$ cat config.mk
export PLATFORM = sky130hd
export DESIGN_NAME = enc_rr_reg
export DESIGN_NICKNAME = d
export VERILOG_FILES = /design/src/rtl/enc_pkg.sv /design/src/rtl/prio_sel.sv /design/src/rtl/enc_rr_reg.sv
export SDC_FILE = /design/constraint.sdc
export NUM_CORES = 1
export LEC_CHECK = 0
export ABC_AREA = 1
export BUFFER_PORTS_ARGS = -buffer_cell sky130_fd_sc_hd__buf_2
export CAP_MARGIN = 10
export CORE_AREA = 2 2 39 41
export CTS_CLUSTER_DIAMETER = 40
export DETAILED_ROUTE_END_ITERATION = 7
export DIE_AREA = 0 0 41 43
export PLACE_DENSITY = 0.58
export SLEW_MARGIN = 20
export SYNTH_ARGS = -nofsm -noshare
export SYNTH_HDL_FRONTEND = slang
export SYNTH_SLANG_ARGS = --single-unit
$ cat constraint.sdc
create_clock -name clk -period 1.2 [get_ports clk]
set_input_delay 0.36 -clock clk [delete_from_list [all_inputs] [get_ports clk]]
set_output_delay 0.36 -clock clk [all_outputs]
set_load 0.01 [all_outputs]
$ cat src/rtl/enc_pkg.sv
// Shared helpers and mode constants for the registered request encoder.
package enc_pkg;

  localparam int MODE_FIXED = 0;
  localparam int MODE_RR    = 1;

  function automatic int clog2(input int v);
    int r;
    r = 0;
    while ((1 << r) < v) r++;
    return r;
  endfunction

  // Callers zero-extend their request vector to 16 bits.
  function automatic logic popcount_gt1(input logic [15:0] v);
    int cnt;
    cnt = 0;
    for (int i = 0; i < 16; i++) cnt += int'(v[i]);
    return cnt > 1;
  endfunction

endpackage

$ cat src/rtl/prio_sel.sv
// Combinational picker: highest set bit (fixed) or first set bit at/above start (round-robin).
module prio_sel #(
  parameter int N = 4,
  parameter int W = 2
) (
  input  logic [N-1:0] req,
  input  logic [W-1:0] start,
  input  logic         mode,
  output logic [W-1:0] index,
  output logic         any
);

  logic [W-1:0] j;

  always_comb begin
    index = '0;
    j     = '0;
    any   = |req;
    if (!mode) begin
      for (int k = 0; k < N; k++)
        if (req[k]) index = W'(k);
    end else begin
      // Scan downward so the last hit is the one closest above start; W-bit add wraps mod N.
      for (int k = N - 1; k >= 0; k--) begin
        j = start + W'(k);
        if (req[j]) index = j;
      end
    end
  end

endmodule

$ cat src/rtl/enc_rr_reg.sv
// Registered N-to-log2(N) encoder with valid/ready output and fixed or round-robin priority.
module enc_rr_reg
  import enc_pkg::*;
#(
  parameter int N  = 4,
  parameter int RR = 0,
  localparam int W = clog2(N)
) (
  input  logic         clk,
  input  logic         rst_n,
  input  logic         en,
  input  logic [N-1:0] req,
  input  logic         out_ready,
  output logic         out_valid,
  output logic [W-1:0] out_code,
  output logic [N-1:0] out_onehot,
  output logic         out_multi,
  output logic         busy_drop
);

  logic [W-1:0] ptr;
  logic [W-1:0] idx;
  logic         any;
  logic         cap;
  logic         xfer;

  prio_sel #(.N(N), .W(W)) u_sel (
    .req   (req),
    .start (ptr),
    .mode  (RR == MODE_RR),
    .index (idx),
    .any   (any)
  );

  assign cap  = en & any & (~out_valid | out_ready);
  assign xfer = out_valid & out_ready;

  always_ff @(posedge clk or negedge rst_n) begin
    if (!rst_n) begin
      out_valid  <= 1'b0;
      out_code   <= '0;
      out_onehot <= '0;
      out_multi  <= 1'b0;
      busy_drop  <= 1'b0;
      ptr        <= '0;
    end else begin
      busy_drop <= en & any & out_valid & ~out_ready;
      if (cap) begin
        out_valid  <= 1'b1;
        out_code   <= idx;
        out_onehot <= {{(N-1){1'b0}}, 1'b1} << idx;
        out_multi  <= popcount_gt1(16'(req));
        if (RR == MODE_RR) ptr <= idx + W'(1);
      end else if (xfer) begin
        // Code/onehot are left as-is after a drain; only the flags clear.
        out_valid <= 1'b0;
        out_multi <= 1'b0;
      end
    end
  end

endmodule

==> flow_summary_export.csv <==
group,metric,value,unit
layout,multi_input_area,216,um^2
clock_tree,cts_sinks,9,
setup_path,r2r_cells,4,
setup_path,critical_path_arrival,0.78,ns
timing,setup_violations,0,
power,p_int,552,uW
timing,relSlewSlack,0.849,
timing,period_minus_slack,1.14,ns
setup_path,crit_path_cell_trace,"buf_2",
yosys,seq_area_frac_synth,0.477,
yosys,syn_avg_cell_area,8.58,um^2
setup_path,crit_type,"reg -> out",
timing,hold_viol,0,
power,leakagePower,0.373,nW
global_route,overflow,0,
power,peakVddDrop,373,uV
timing,fin_crit_sh,0.949,
power,clkPwrFrac,0.300,
global_route,grt_pass1_wl,1600,um
clock_tree,numCtsBuffers,3,
place,gp_congestion,0.769,
die,fp-row-count,14,
layout,register_area,225,um^2
route,drc,0,
place,dp_hpwl,766,um
setup_path,cpPeakStageDelay,0.38,ns
die,die_h,43,um
yosys,synth-seq-cells,9,
route,ant_nets,0,
layout,final_cell_mix,"nand2_1 (18), buf_2 (16), dfrtp_1 (9), inv_1 (8), buf_4 (5)",
die,coreArea,1380,um^2
yosys,syn_area,472,um^2
timing,tightest_slew,0.226,ns
global_route,grt_max_degree,10,
timing,drv_slew,0,
yosys,synthCells,55,
setup_path,reg2reg_from,"out_valid",
outcome,outcome,"complete, no violations",
route,viasPerCell,4.68,
route,wl,1010,um
min_path,hp-class,"in -> reg",
die,initial_utilization,0.341,
global_route,grt_pass1_vias,394,
run,drv_cap,0,
setup_path,worst-path-buf-inv,1,
die,pin_count,17,
layout,final_area,646,um^2
route,vias,454,
clock_tree,clock_latency,0.26,ns
yosys,yosysWarnings,0,
power,switching_share,0.297,
global_route,antenna_found_initial,0,
layout,fill_cells,147,
setup_path,rrSetupSlack,0.20,ns
setup_path,path_max_fanout,2,
die,die_w,41,um
die,dieArea,1760,um^2
setup_path,worstReg2RegEnd,"out_onehot[2]",
timing,worst_slack,0.0610,ns
clock_tree,post_cts_resized,0,
layout,syn_to_final_growth,36.9,%
timing,rsz0062_at_grt,"false",
yosys,synth_cell_type_count,14,
setup_path,start_kind,"flip-flop",
power,switchingPower,233,uW
layout,final_common_cell,"nand2_1",
min_path,min_to,"out_multi",
place,port_buffers,16,
route,drtPass1Iterations,5,
layout,antenna_cells,0,
timing,fmax,878,MHz
layout,drive_above_1_share,0.346,
clock_tree,cts_max_level,1,
power,seq_power_share,0.455,
setup_path,cp_top_family,"flip-flops",
place,place_ws,-0.127,ns
power,p_per_area,1220,nW/um^2
clock_tree,cts-root-buf,"clkbuf_4",
layout,final_nets,92,
setup_path,cp-end-kind,"output port",
place,dpl_cell_area,609,um^2
route,first_iter_violations,16,
timing,clock_skew,0.00168,ns
min_path,hold_start,"out_ready",
min_path,hold_depth,4,
global_route,grt_use_total,0.143,
setup_path,cp_slowest_cell,"dfrtp_1",
clock_tree,clk_path_buf_depth,2,
setup_path,cp.required,0.84,ns
power,comb_power_share,0.245,
power,finalPower,786,uW
yosys,synth_nets,65,
clock_tree,cts_tree,"yes",
route,wire_per_inst,10.4,um
clock_tree,clk_pin_slew,0.06,ns
-- cells by family after synthesis --
kind of cell / Yosys count / share of synthesized area
AND/OR/NAND/NOR: 34 / 0.355
flip-flops: 9 / 0.477
buffers and inverters: 8 / 0.0637
AO/OA/AOI/OAI: 2 / 0.0345
adder cells (fa/ha/maj): 2 / 0.0690
-- worst max-delay path by stage --
stage	depth (start not counted)	start	end
2_1_floorplan	5	req[0]	out_multi
3_3_place_gp	6	req[0]	out_multi
3_5_place_dp	6	req[0]	out_multi
4_1_cts	1	out_valid	out_valid
5_1_grt	1	out_valid	out_valid
6_report	1	out_onehot[1]	out_onehot[1]
-- per-stage QoR --
step                utilization  TNS, ns  hold slack, ns  cells
global placement          0.440   -0.413           0.219     92
floorplan                     -        0          0.0644     55
global route              0.467        0           0.432     97
CTS                       0.467        0           0.400     97
finish                    0.467        0           0.410     97
detailed placement        0.440   -0.539           0.223     92
-- cell type report --
class | count | share of cell area
Clock buffer | 4 | 0.0407
Sequential cell | 9 | 0.349
Inverter | 8 | 0.0465
Timing Repair Buffer | 22 | 0.198
Tap cell | 16 | 0.0310
Multi-Input combinational cell | 38 | 0.335
-- synthesized netlist by cell type (all sizes together) --
| cell | number | area (um^2) |
|---|---|---|
| nand2 | 19 | 73.8 |
| dfrtp | 9 | 225 |
| inv | 8 | 30.0 |
| nor2 | 5 | 26.3 |
| nand3 | 4 | 32.5 |
| nand4 | 4 | 25.0 |
| nor3 | 2 | 10.0 |
| a21boi | 1 | 7.51 |
| a21oi | 1 | 8.76 |
| fa | 1 | 20.0 |
| ha | 1 | 12.5 |
-- registers in the layout, indices dropped and copies added, names as in the netlist --
| name | flops |
|---|---|
| out_code | 2 |
| out_multi | 1 |
| busy_drop | 1 |
| out_valid | 1 |
| out_onehot | 4 |
-- power groups by stage --
stage / clock, mW / combinational, mW / sequential (mW)
floorplan: 0 / 0.0752 / 0.383
global placement: 0 / 0.188 / 0.362
detailed placement: 0 / 0.191 / 0.364
CTS: 0.244 / 0.195 / 0.359
global route: 0.263 / 0.218 / 0.363
finish: 0.236 / 0.193 / 0.358
-- repair_timing --
action                     CTS  global route
hold endpoints to repair     9             0
hold buffers                 1             0
buffers inserted             0             0
setup endpoints to repair    0             0
-- per-layer routing --
| layer | track usage | wire (um) |
|---|---|---|
| met2 | 0.200 | 470 |
| met1 | 0.167 | 432 |
| met4 | 0.120 | 27 |
| met3 | 0.0471 | 81 |
| met5 | 0 | 0 |
(Power assumes the default switching activity.)
